<file path="src/rtl/hashcam_pkg.sv">
// Shared CRC-8/SMBUS constants, FSM state type and the per-octet CRC step
// used by the key hasher and by anything that needs to predict HashCAM bucket indices.
package hashcam_pkg;

  localparam int         HASH_WIDTH = 8;
  localparam logic [7:0] CRC8_POLY  = 8'h07;
  localparam logic [7:0] CRC8_INIT  = 8'h00;

  typedef enum logic [1:0] {
    IDLE = 2'd0,
    HASH = 2'd1,
    DONE = 2'd2
  } state_t;

  // MSB-first, unreflected CRC-8 over one octet.
  function automatic logic [7:0] crc8_octet(input logic [7:0] crc, input logic [7:0] octet);
    logic [7:0] c;
    c = crc ^ octet;
    for (int i = 0; i < 8; i++) begin
      c = c[7] ? ((c << 1) ^ CRC8_POLY) : (c << 1);
    end
    return c;
  endfunction

endpackage

</file>
<file path="src/rtl/hashcam_keyhash.sv">
// Octet-serial CRC-8 key hasher feeding HashCAM's hash port: one octet per cycle,
// result and originating key presented with a one-cycle blockhash_ready pulse.
module hashcam_keyhash
  import hashcam_pkg::*;
#(
  parameter int KEY_WIDTH_IN_OCTETS = 2
) (
  input  logic                             clk,
  input  logic                             reset,
  input  logic                             blockhash_enable,
  input  logic [8*KEY_WIDTH_IN_OCTETS-1:0] key_to_hash,
  output logic                             blockhash_ready,
  output logic [HASH_WIDTH-1:0]            key_hash,
  output logic [8*KEY_WIDTH_IN_OCTETS-1:0] key_out,
  output logic                             busy,
  output logic                             dropped
);

  localparam int KW = 8 * KEY_WIDTH_IN_OCTETS;
  localparam int CW = $clog2(KEY_WIDTH_IN_OCTETS + 1);

  state_t          state;
  state_t          state_next;
  logic [KW-1:0]   shreg;
  logic [KW-1:0]   stage;
  logic [7:0]      crc;
  logic [7:0]      crc_next;
  logic [CW-1:0]   cnt;
  logic            accept;
  logic            last;

  always_comb begin
    state_next = state;
    accept     = 1'b0;
    case (state)
      IDLE: begin
        if (blockhash_enable) begin
          accept     = 1'b1;
          state_next = HASH;
        end
      end
      HASH: begin
        if (last) state_next = DONE;
      end
      DONE: begin
        // A new key can be accepted in the same cycle the previous result is presented.
        if (blockhash_enable) begin
          accept     = 1'b1;
          state_next = HASH;
        end else begin
          state_next = IDLE;
        end
      end
      default: state_next = IDLE;
    endcase
  end

  assign last            = (state == HASH) && (cnt == CW'(1));
  assign crc_next        = crc8_octet(crc, shreg[KW-1 -: 8]);
  assign blockhash_ready = (state == DONE);
  assign busy            = (state == HASH);

  always_ff @(posedge clk) begin
    if (reset) begin
      state    <= IDLE;
      shreg    <= '0;
      stage    <= '0;
      crc      <= CRC8_INIT;
      cnt      <= '0;
      key_hash <= '0;
      key_out  <= '0;
      dropped  <= 1'b0;
    end else begin
      state   <= state_next;
      dropped <= blockhash_enable && (state == HASH);
      if (accept) begin
        shreg <= key_to_hash;
        stage <= key_to_hash;
        crc   <= CRC8_INIT;
        cnt   <= CW'(KEY_WIDTH_IN_OCTETS);
      end else if (state == HASH) begin
        shreg <= shreg << 8;
        crc   <= crc_next;
        cnt   <= cnt - CW'(1);
        if (last) begin
          key_hash <= crc_next;
          key_out  <= stage;
        end
      end
    end
  end

endmodule

</file>
<file path="config.mk">
export PLATFORM = sky130hd
export DESIGN_NAME = hashcam_keyhash
export DESIGN_NICKNAME = d
export VERILOG_FILES = /design/src/rtl/hashcam_pkg.sv /design/src/rtl/hashcam_keyhash.sv
export SDC_FILE = /design/constraint.sdc
export NUM_CORES = 1
export LEC_CHECK = 0
export BUFFER_PORTS_ARGS = -buffer_cell sky130_fd_sc_hd__buf_2
export CORE_ASPECT_RATIO = 0.5
export CORE_MARGIN = 2
export CORE_UTILIZATION = 60
export CTS_BUF_LIST = sky130_fd_sc_hd__clkbuf_4
export CTS_CLUSTER_DIAMETER = 50
export DETAILED_ROUTE_END_ITERATION = 12
export GPL_ROUTABILITY_DRIVEN = 0
export GPL_TIMING_DRIVEN = 0
export PLACE_DENSITY = 0.89
export SYNTH_ARGS = -nofsm -noshare
export SYNTH_HDL_FRONTEND = slang
export SYNTH_SLANG_ARGS = --single-unit
</file>
<file path="constraint.sdc">
create_clock -name clk -period 2.69 [get_ports clk]
set_input_delay 0.1345 -clock clk [delete_from_list [all_inputs] [get_ports clk]]
set_output_delay 0.1345 -clock clk [all_outputs]
set_load 0.005 [all_outputs]
</file>
## Word level (Yosys, flattened, before mapping)

Index checks and enable logic that the tools add are counted.

| cells by class | value |
|---|---|
| reduce and logical (&&, ||, !) cells | 8 |
| $add $sub $neg | 1 |
| multiplexer cells | 18 |
| bitwise gates (word level) | 10 |
| equality and inequality tests | 5 |

Operators with widths:

| cell | number |
|---|---|
| 2-to-1 mux 16 bit | 2 |
| 2-to-1 mux 3 bit | 8 |
| inverter 3 bit | 8 |
| 2-to-1 mux 2 bit | 4 |
| bitwise XOR 8 bit | 1 |
| case mux 2 bit (3 select lines) | 1 |
| equality test 2 x 1 -> 1 bit, second input constant | 2 |
| OR reduction 2 bit | 2 |
| 2-to-1 mux 1 bit | 3 |
| AND reduction 3 bit | 1 |
| equality test 2 bit, second input constant | 1 |
| logical AND 1 bit | 2 |
| zero test 2 bit | 1 |
| != test 2 x 1 -> 1 bit, second input constant | 1 |
| != test 2 bit, second input constant | 1 |
| AND reduction 2 bit | 1 |
| nonzero test 2 bit | 1 |
| subtractor 2 x 1 -> 2 bit, second input constant | 1 |
| inverter 1 bit | 1 |

| word-level totals | value |
|---|---|
| input bits | 19 |
| logic and storage cells | 51 |
| flip-flop bits (word level) | 69 |
| output and inout bits | 27 |

## Longest topological paths before layout

Gate-level depths: netlist (run 1).

| depth | value |
|---|---|
| depth in word-level cells | 17 |
| gate-level depth with buffers | 8 |
| depth with buffers taken out | 5 |

## Worst setup path after synthesis (run 1)

Ideal clock, no wire load.

| timing | value |
|---|---|
| path type | reg2reg |
| start point | reg shreg[14] |
| end point | reg key_hash[2] |
| path slack | 1.154 ns |
| cell stages (with the launch flop) | 5 |
| clock period less this slack | 1.536 ns |
| data required time | 2.611 ns |
| library setup time | 0.079 ns |
| data arrival time | 1.457 ns |
| cell sequence | dfxtp_1 -> xnor2_2 -> xor3_2 -> xnor2_1 -> a211oi_2 |

| on the way | value |
|---|---|
| word-level cells in the longest chain between the ends | 3 |

RTL lines:

| what | line | source |
|---|---|---|
| start: declaration | hashcam_keyhash.sv:24 | `logic [KW-1:0] shreg;` |
| start signal: assignment | hashcam_keyhash.sv:77 | `shreg <= key_to_hash;` |
| start signal: assignment | hashcam_keyhash.sv:82 | `shreg <= shreg << 8;` |
| bitwise XOR 8 bit | hashcam_pkg.sv:18 | `c = crc ^ octet;` |
| 2-to-1 mux 3 bit (2 in a row) | hashcam_pkg.sv:20 | `c = c[7] ? ((c << 1) ^ CRC8_POLY) : (c << 1);` |
| end signal: assignment | hashcam_keyhash.sv:86 | `key_hash <= crc_next;` |
| end: declaration | hashcam_keyhash.sv:13 | `output logic [HASH_WIDTH-1:0] key_hash,` |

Every way passes these cells.
A chain may end at the register's enable or synchronous reset.

## Final worst setup path (run 1)

| timing | value |
|---|---|
| start point | reg state[1] |
| end point | out busy |

| on the way | value |
|---|---|
| word-level cells in the longest chain between the ends | 1 |

RTL lines:

| what | line | source |
|---|---|---|
| start: declaration | hashcam_keyhash.sv:22 | `state_t state;` |
| start signal: assignment | hashcam_keyhash.sv:74 | `state <= state_next;` |
| equality test 2 x 1 -> 1 bit | hashcam_keyhash.sv:61 | `assign busy = (state == HASH);` |
| end: declaration | hashcam_keyhash.sv:15 | `output logic busy,` |

Every way passes these cells.

==> results of run 1 <==
==> worst max-delay path, stage by stage (launching register included) <==
cell and delay, ns:
dfxtp_1 0.34, nand2b_1 0.14, clkbuf_1 0.18, inv_2 0.16, clkbuf_1 0.39, buf_2 0.20
==> kinds of logic (layout without fill, tap and decap cells) <==
family          Yosys count  after routing
simple gates            127            127
flops                    69             69
compound gates           67             67
xor+xnor                 25             25
buf+inv                  25            102
fa+ha+maj                 1              1
==> stage by stage <==
stage | instances | hold WS, ns | utilization [%] | instance area, um2
after global routing | 448 | 0.383 | 74.6 | 3250
after CTS | 448 | 0.310 | 74.6 | 3250
after floorplan | 314 | 0.270 | - | 2690
after detailed placement | 415 | 0.401 | 68.3 | 2980
after global placement | 415 | 0.405 | 68.3 | 2980
final | 448 | 0.359 | 74.6 | 3250
==> sequential cells by signal (all words and copies together), names as in the netlist <==
name,flops
dropped,1
shreg,16
crc,8
key_out,16
state,2
key_hash,8
cnt,2
stage,16
==> final cells by class <==
type / instances / area share [%]
Multi-Input combinational cell: 220 / 37.1
Buffer: 23 / 2.77
Clock buffer: 10 / 2.31
Timing Repair Buffer: 61 / 12.0
Inverter: 2 / 0.231
Clock inverter: 6 / 0.923
Tap cell: 57 / 2.19
Sequential cell: 69 / 42.5
==> report_power, final <==
part           switching (W)  leakage, nW  total, W  internal (W)
combinational       0.000222        0.667  0.000405      0.000183
clock               0.000357       0.0610  0.000547      0.000190
sequential         0.0000377        0.563   0.00111       0.00107
total               0.000617         1.29   0.00206       0.00145
==> cell usage after synthesis <==
cell | n | area share (%)
nand2_1 | 89 | 12
dfxtp_1 | 69 | 51
a21oi_1 | 42 | 7.8
nor2_1 | 29 | 4.1
xnor2_1 | 20 | 6.5
clkbuf_1 | 18 | 2.5
a211oi_1 | 14 | 3.9
a311oi_1 | 8 | 2.6
buf_2 | 3 | 0.56
nand2b_1 | 3 | 0.70
buf_1 | 2 | 0.28
nor2b_1 | 2 | 0.47
o21ai_0 | 2 | 0.37
or3_1 | 2 | 0.47
xnor3_1 | 2 | 1.7
a211oi_2 | 1 | 0.47
and2_1 | 1 | 0.23
ha_1 | 1 | 0.47
inv_1 | 1 | 0.14
inv_2 | 1 | 0.14
nor3b_1 | 1 | 0.28
xnor2_2 | 1 | 0.61
xor3_1 | 1 | 0.89
xor3_2 | 1 | 0.93
==> layout by cell type, fill, tap and decap left out, drive strengths merged, types with 3 or more instances in the layout <==
cell,n
clkbuf,28
clkinv,5
nand2,89
nand2b,3
a211oi,15
nor2,29
dlygate4sd3,17
a311oi,8
dfxtp,69
buf,49
xnor2,21
a21oi,42
==> worst max-delay path by stage <==
stage,end,slack [ns],cells after the start
after floorplan,key_hash[2]$_SDFFE_PP0P_,1.15,4
after global placement,key_out[12]$_SDFFE_PP0P_,0.98,7
after detailed placement,key_out[14]$_SDFFE_PP0P_,0.91,7
after CTS,busy,0.76,5
after global routing,key_out[8]$_SDFFE_PP0P_,0.55,7
final,busy,0.73,5
==> layer usage <==
layer / vias to the layer above / share of wire [%]
met1: 1165 / 41
met5: - / 0
li1: 1182 / -
met3: 32 / 8.4
met2: 145 / 47
met4: 0 / 3.5
==> flow_summary.json, run 1 <==
{
  "post_cts_buffers": 0,
  "synth-adder-area-share_pct": 0.466,
  "drc": 0,
  "antenna_found_initial": 0,
  "slew_viol_final": 0,
  "ys_seq_elements": 69,
  "ff2ff_setup_slack_ns": 0.77,
  "viasPerCell": 5.63,
  "initial_core_util_pct": 61.6,
  "grt_start_max_net_pins": 12,
  "synth_area_per_cell_um2": 8.55,
  "cap_violations": 0,
  "fin_ws_ns": 0.735,
  "power.total_w": 0.00206,
  "grt_pass1_vias": 2345,
  "power_density_mw_per_mm2": 634,
  "period_share_pct": 72.7,
  "hp-start": "reset",
  "seq_area_frac_synth_pct": 51.4,
  "slew_headroom_pct": 54.8,
  "synthSimpleGateAreaFrac_pct": 18.6,
  "nets": 406,
  "dp_slack_ns": 0.908,
  "reg2reg_depth": 7,
  "cp-startpoint": "state[1]$_SDFFE_PP0P_",
  "syn-num-nets": 334,
  "dieHeight_um": 51.3,
  "ys_warn_count": 0,
  "clkSinkCount": 69,
  "synth_top_family_by_area": "simple AND/OR/NAND/NOR gates",
  "fmax_ghz": 0.511,
  "hold_viol": 0,
  "syn_area_mm2": 0.00269,
  "crit_arrival_ns": 1.82,
  "whs_endpoint": "shreg[5]$_SDFFE_PP0P_",
  "worstReg2RegStart": "state[1]$_SDFFE_PP0P_",
  "core-area_mm2": 0.00436,
  "met2_usage_pct": 48.5,
  "die_w_um": 98.6,
  "whs_path_depth": 3,
  "hp-class": "primary input to flip-flop",
  "rows": 17,
  "setup_tns_ns": 0,
  "fillers": 261,
  "numCtsBuffers": 9,
  "vdd_drop_max_v": 0.000307,
  "wl_per_cell_um": 15.9,
  "synthXorXnorAreaFrac_pct": 10.6,
  "dp_hpwl_um": 4420,
  "dieArea_mm2": 0.00506,
  "p_leak_nw": 1.29,
  "crit_required_ns": 2.56,
  "clock_path_buffers": 2,
  "clock_latency_ns": 0.40,
  "multi_input_area_mm2": 0.00121,
  "io_pins": 46,
  "area_growth_pct": 21.1,
  "n_antenna_cell": 0,
  "drt-pass1-iter-count": 5,
  "synth_compound_area_share_pct": 15.2,
  "clock_skew_ns": 0.0140,
  "layout_min_cycle_time_ns": 1.96,
  "syn_inst": 314,
  "rsz0062_at_grt": "no",
  "use_met1_pct": 35.8,
  "gr-total-overflow": 0,
  "drive_above_1_share_pct": 16.6,
  "ys_types": 24,
  "grt.busiest_layer": "met2",
  "cts_root_buf": "clkbuf_4",
  "crit_type": "flip-flop to primary output",
  "seq_area_mm2": 0.00138,
  "grt_pass1_wl_um": 11400,
  "cp-end-kind": "primary output",
  "grt_use_total_pct": 29.6,
  "worst_slew_pin_slew_ns": 0.676,
  "startpoint_type": "flip-flop",
  "port_buffers": 44,
  "ctsHtreeMaxLevel": 3,
  "cts_resized": 0,
  "finalSetupViolations": 0,
  "synthMuxAreaShare_pct": 0,
  "holdBufCountCts": 17,
  "status": "complete, no violations",
  "num_vias": 2524,
  "cts_tree": "built",
  "ant_nets": 0,
  "grtUsageMet3_pct": 11.1,
  "drt_iter0_markers": 243,
  "clk_pin_slew_ns": 0.11,
  "path_max_fanout": 10,
  "routed_wl_um": 7100,
  "r2r-end": "key_out[14]$_SDFFE_PP0P_"
}
(Power assumes the default switching activity.)
==> run 2: changes to the inputs <==
--- a/config.mk
+++ b/config.mk
@@ -8,13 +8,13 @@
 export BUFFER_PORTS_ARGS = -buffer_cell sky130_fd_sc_hd__buf_2
 export CORE_ASPECT_RATIO = 0.5
 export CORE_MARGIN = 2
-export CORE_UTILIZATION = 60
+export CORE_UTILIZATION = 52
 export CTS_BUF_LIST = sky130_fd_sc_hd__clkbuf_4
 export CTS_CLUSTER_DIAMETER = 50
 export DETAILED_ROUTE_END_ITERATION = 12
 export GPL_ROUTABILITY_DRIVEN = 0
 export GPL_TIMING_DRIVEN = 0
-export PLACE_DENSITY = 0.89
+export PLACE_DENSITY = 0.83
 export SYNTH_ARGS = -nofsm -noshare
 export SYNTH_HDL_FRONTEND = slang
 export SYNTH_SLANG_ARGS = --single-unit
==> constraint.sdc (replaced) <==
create_clock -name clk -period 1.55 [get_ports clk]
set_input_delay 0.0775 -clock clk [delete_from_list [all_inputs] [get_ports clk]]
set_output_delay 0.0775 -clock clk [all_outputs]
set_load 0.005 [all_outputs]
==> run 2 against run 1 <==
Against the previous run: utilization fell by 6.3 points; routed wire length fell by 5.7%; global-route usage is 5.3 points lower; worst setup slack worse by 0.72 ns; final area up 4.0%; die area up 14%; non-clock buffer count up 2; register-to-register slack got worse by 0.75 ns; clock skew hardly changed; clock-buffer cell count unchanged; critical endpoint is now crc[2]$_SDFFE_PP0N_; largest cell class unchanged.
==> flow_summary.json, run 2 (same netlist as run 1, synthesis figures left out) <==
{
  "clkSinkCount": 69,
  "seq_area_mm2": 0.00139,
  "clk_pin_slew_ns": 0.11,
  "vdd_drop_max_v": 0.000498,
  "rows": 18,
  "cap_violations": 0,
  "finalSetupViolations": 0,
  "final_common_cell": "nand2_1",
  "slew_viol_final": 0,
  "hp-class": "primary input to flip-flop",
  "use_met1_pct": 29.0,
  "routed_wl_um": 6700,
  "grt.busiest_layer": "met2",
  "die_w_um": 106,
  "ff2ff_setup_slack_ns": 0.02,
  "drt-pass1-iter-count": 6,
  "power.total_w": 0.00364,
  "final_cell_mix": "nand2_1, dfxtp_1, buf_2",
  "crit_arrival_ns": 1.88,
  "worst_slew_pin_slew_ns": 0.478,
  "grt_pass1_wl_um": 10400,
  "fmax_ghz": 0.652,
  "layout_min_cycle_time_ns": 1.53,
  "cts_root_buf": "clkbuf_4",
  "reg2reg_depth": 4,
  "path_max_fanout": 4,
  "grtUsageMet3_pct": 7.14,
  "core-area_mm2": 0.00495,
  "port_buffers": 44,
  "wl_per_cell_um": 14.5,
  "grt_start_max_net_pins": 12,
  "hold_viol": 0,
  "clock_path_buffers": 2,
  "gr-total-overflow": 0,
  "area_growth_pct": 26.0,
  "viasPerCell": 5.36,
  "post_dp_cell_area_mm2": 0.00299,
  "cts_tree": "built",
  "crit_required_ns": 1.90,
  "grt_pass1_vias": 2200,
  "period_share_pct": 99.0,
  "r2r-end": "crc[2]$_SDFFE_PP0N_",
  "initial_core_util_pct": 54.2,
  "final_area_mm2": 0.00338,
  "clock_skew_ns": 0.0138,
  "fillers": 361,
  "met2_usage_pct": 41.9,
  "startpoint_type": "flip-flop",
  "ant_nets": 0,
  "whs_endpoint": "shreg[5]$_SDFFE_PP0P_",
  "power_density_mw_per_mm2": 1080,
  "drive_above_1_share_pct": 22.7,
  "drt_iter0_markers": 230,
  "dieArea_mm2": 0.00579,
  "antenna_found_initial": 0,
  "status": "complete, no violations",
  "grt_use_total_pct": 24.3,
  "ctsHtreeMaxLevel": 3,
  "crit_type": "flip-flop to flip-flop",
  "numCtsBuffers": 9,
  "n_antenna_cell": 0,
  "reg_top3": "key_out x16, shreg x16, stage x16",
  "p_leak_nw": 1.35,
  "num_vias": 2476,
  "holdWs_ns": 0.274,
  "slew_headroom_pct": 68.1,
  "dp_hpwl_um": 4450,
  "worstReg2RegStart": "shreg[14]$_SDFFE_PP0P_",
  "drc": 0,
  "nets": 408,
  "dieHeight_um": 54.8,
  "whs_path_depth": 3,
  "cp-end-kind": "flip-flop",
  "multi_input_area_mm2": 0.00125,
  "hp-start": "reset",
  "clock_latency_ns": 0.42,
  "rsz0062_at_grt": "yes",
  "io_pins": 46
}
==> run 2: through the flow <==
step / setup TNS (ns) / worst slack [ns] / utilization, % / cells
2_1_floorplan: 0 / 0.0136 / - / 314
4_1_cts: 0 / 0.00148 / 67.4 / 463
5_1_grt: -0.0611 / -0.0434 / 68.3 / 462
3_5_place_dp: -4.47 / -0.230 / 60.4 / 428
6_report: 0 / 0.0162 / 68.3 / 462
3_3_place_gp: -2.50 / -0.200 / 60.4 / 428
==> run 2: cell type report <==
cell class / count / share of cell area [%]
Buffer: 20 / 3.29
Tap cell: 70 / 2.59
Inverter: 2 / 0.296
Sequential cell: 69 / 41.1
Multi-Input combinational cell: 220 / 37.0
Clock buffer: 10 / 2.22
Clock inverter: 5 / 0.851
Timing Repair Buffer: 66 / 12.7
==> run 2: per-layer routing <==
metal	up-vias	routed length [um]	share of wire (%)
li1	1189	-	-
met1	1158	2910	43
met2	99	3200	48
met3	30	424	6.3
met4	0	171	2.6
met5	-	0	0
==> run 2: timing repair <==
| action | CTS | global route |
|---|---|---|
| endpoints found under the setup margin | 48 | 51 |
| pin swaps | 3 | 0 |
| buffers inserted | 5 | 0 |
| hold buffers | 17 | 0 |
| cloned | 0 | 0 |
| hold endpoints to repair | 33 | 0 |
| resized for setup | 14 | 21 |
==> run 2: worst max-delay path by stage <==
stage,startpoint,to,slack [ns],cells after the start
after CTS,state[0]$_SDFFE_PP0P_,shreg[1]$_SDFFE_PP0P_,0.001,5
after floorplan,shreg[14]$_SDFFE_PP0P_,key_hash[2]$_SDFFE_PP0P_,0.01,4
final,shreg[14]$_SDFFE_PP0P_,crc[2]$_SDFFE_PP0N_,0.02,4
after detailed placement,state[1]$_SDFFE_PP0P_,key_out[13]$_SDFFE_PP0P_,-0.23,7
after global placement,state[1]$_SDFFE_PP0P_,key_out[13]$_SDFFE_PP0P_,-0.20,7
after global routing,crc[6]$_SDFFE_PP0N_,crc[2]$_SDFFE_PP0N_,-0.04,4
==> run 2: critical path, cell delays in order (launching register included) <==
cell	delay, ns
dfxtp_2	0.38
xnor2_4	0.19
xnor3_1	0.43
or3_1	0.31
a21oi_1	0.15
==> run 2: where the power goes <==
group,switching [W],internal [W]
clock network,0.000623,0.000331
logic,0.000387,0.000365
registers,0.0000700,0.00186
==> run 3: changes to the inputs <==
--- a/config.mk
+++ b/config.mk
@@ -7,7 +7,7 @@
 export LEC_CHECK = 0
 export BUFFER_PORTS_ARGS = -buffer_cell sky130_fd_sc_hd__buf_2
 export CORE_ASPECT_RATIO = 0.5
-export CORE_MARGIN = 2
+export CORE_MARGIN = 3
 export CORE_UTILIZATION = 52
 export CTS_BUF_LIST = sky130_fd_sc_hd__clkbuf_4
 export CTS_CLUSTER_DIAMETER = 50
==> run 3 against run 2 <==
Against the previous run: critical endpoint is now key_hash[2]$_SDFFE_PP0P_; clock-buffer cell count rose by 1; register-to-register slack worse by 0.04 ns; the flow now finishes with violations (negative setup slack); via count up 0.69%; maximum frequency is 2.3% lower; non-clock buffer count up 3; sequential share of layout area decreased by 0.72 points; critical path type unchanged; clock skew decreased by 0.0058 ns; final area increased by 1.7%.
==> flow_summary.json, run 3 (same netlist as run 1, synthesis figures left out) <==
{
  "cts_tree": "built",
  "drive_above_1_share_pct": 23.7,
  "worst_slew_pin_slew_ns": 0.484,
  "clkSinkCount": 69,
  "antenna_found_initial": 0,
  "gr-total-overflow": 0,
  "clock_skew_ns": 0.00794,
  "hold_viol": 0,
  "period_share_pct": 101,
  "grt_pass1_vias": 2330,
  "initial_core_util_pct": 57.4,
  "vdd_drop_max_v": 0.000669,
  "worstReg2RegStart": "crc[6]$_SDFFE_PP0N_",
  "ant_nets": 0,
  "p_sw_w": 0.00110,
  "nets": 411,
  "fmax_ghz": 0.637,
  "p_sw_share_pct": 27.3,
  "slew_viol_final": 0,
  "reg_top3": "key_out x16, shreg x16, stage x16",
  "place_inst": 424,
  "port_buffers": 44,
  "clock_path_buffers": 2,
  "grt_start_max_net_pins": 12,
  "dp_hpwl_um": 4460,
  "finalSetupViolations": 1,
  "startpoint_type": "flip-flop",
  "num_vias": 2493,
  "n_antenna_cell": 0,
  "layout_min_cycle_time_ns": 1.57,
  "path_max_fanout": 5,
  "cp-end-kind": "flip-flop",
  "numCtsBuffers": 9,
  "multi_input_area_mm2": 0.00125,
  "drt-pass1-iter-count": 5,
  "fin_ws_ns": -0.0195,
  "core-area_mm2": 0.00468,
  "seq_area_mm2": 0.00139,
  "whs_path_depth": 5,
  "drt_iter0_markers": 245,
  "combPwrFrac_pct": 19.5,
  "crit_type": "flip-flop to flip-flop",
  "fillers": 338,
  "viasPerCell": 5.40,
  "clock_latency_ns": 0.42,
  "final_util_pct": 73.5,
  "routed_wl_um": 6970,
  "grt_use_total_pct": 23.7,
  "hp-class": "primary input to flip-flop",
  "final_area_mm2": 0.00344,
  "reg2reg_depth": 4,
  "area_growth_pct": 28.1,
  "wl_per_cell_um": 15.1,
  "hp-start": "blockhash_enable",
  "crit_arrival_ns": 1.92,
  "status": "finished, violations left",
  "drc": 0,
  "slew_headroom_pct": 67.7,
  "rows": 17,
  "post_dp_cell_area_mm2": 0.00299,
  "die_w_um": 108,
  "rsz0062_at_grt": "yes",
  "dieHeight_um": 56.8,
  "power_density_mw_per_mm2": 1170,
  "violations": "negative setup slack",
  "ctsHtreeMaxLevel": 3,
  "cp-startpoint": "crc[6]$_SDFFE_PP0N_",
  "final_common_cell": "nand2_1",
  "power.total_w": 0.00404,
  "io_pins": 46,
  "crit_required_ns": 1.90,
  "power.internal_w": 0.00294,
  "clk_pin_slew_ns": 0.11,
  "final_cell_mix": "nand2_1, dfxtp_1, buf_2",
  "instances_no_fill": 462,
  "p_clk_share_pct": 32.5,
  "cap_violations": 0,
  "ff2ff_setup_slack_ns": -0.02,
  "dieArea_mm2": 0.00611,
  "cts_root_buf": "clkbuf_4",
  "grt_pass1_wl_um": 11100,
  "p_leak_nw": 1.39,
  "power_frac_seq_pct": 48.0
}
## run 3: changes by cell type in the layout (fill, tap and decap cells not counted), sizes merged
cell,before,now
bufinv,0,2
buf,53,57
clkinv,5,3
## run 3: critical path: stages (launching register included)
cell and delay, ns:
dfxtp_2 0.37, xnor2_4 0.23, xor3_2 0.52, xnor2_1 0.16, a211oi_2 0.22
## run 3: worst paths after layout
check                              to
max          key_hash[2]$_SDFFE_PP0P_
min             shreg[9]$_SDFFE_PP0P_
max reg2reg  key_hash[2]$_SDFFE_PP0P_
min reg2reg   key_out[6]$_SDFFE_PP0P_
## run 3: power by group through the flow
stage	registers, W	logic (W)	clock network (W)
floorplan	0.00195	0.000499	0
global placement	0.00196	0.000624	0
detailed placement	0.00196	0.000644	0
CTS	0.00193	0.000723	0.00132
global route	0.00195	0.000848	0.00140
finish	0.00194	0.000788	0.00131
## run 3: timing repair
| action | CTS | global route |
|---|---|---|
| pin swaps | 3 | 3 |
| endpoints found under the setup margin | 45 | 57 |
| setup buffers | 4 | 3 |
| gates resized for setup | 15 | 17 |
| hold buffers | 17 | 0 |
| cloned | 0 | 0 |
| endpoints found under the hold margin | 32 | 0 |
## run 3: final cells by class
class                      count  area share, %
multi-input combinational    220           36.4
clock inverter                 5           2.18
inverter                       2          0.291
tap                           66           2.40
timing repair buffer          68           12.9
clock buffer                  11           2.40
sequential                    69           40.3
buffer                        21           3.06
## run 3: layer usage
metal	GRT usage (%)	share of wire [%]
met5	0	0
met4	5.22	1.9
met3	9.64	7.2
met2	37.7	47
met1	30.2	43
## run 3: through the flow
stage          hold slack (ns)  TNS [ns]  setup slack (ns)
2_1_floorplan            0.213         0            0.0136
3_3_place_gp             0.346     -2.67            -0.196
3_5_place_dp             0.341     -3.85            -0.250
4_1_cts                  0.156    -0.329           -0.0637
5_1_grt                  0.192    -0.242           -0.0668
6_report                 0.186   -0.0195           -0.0195
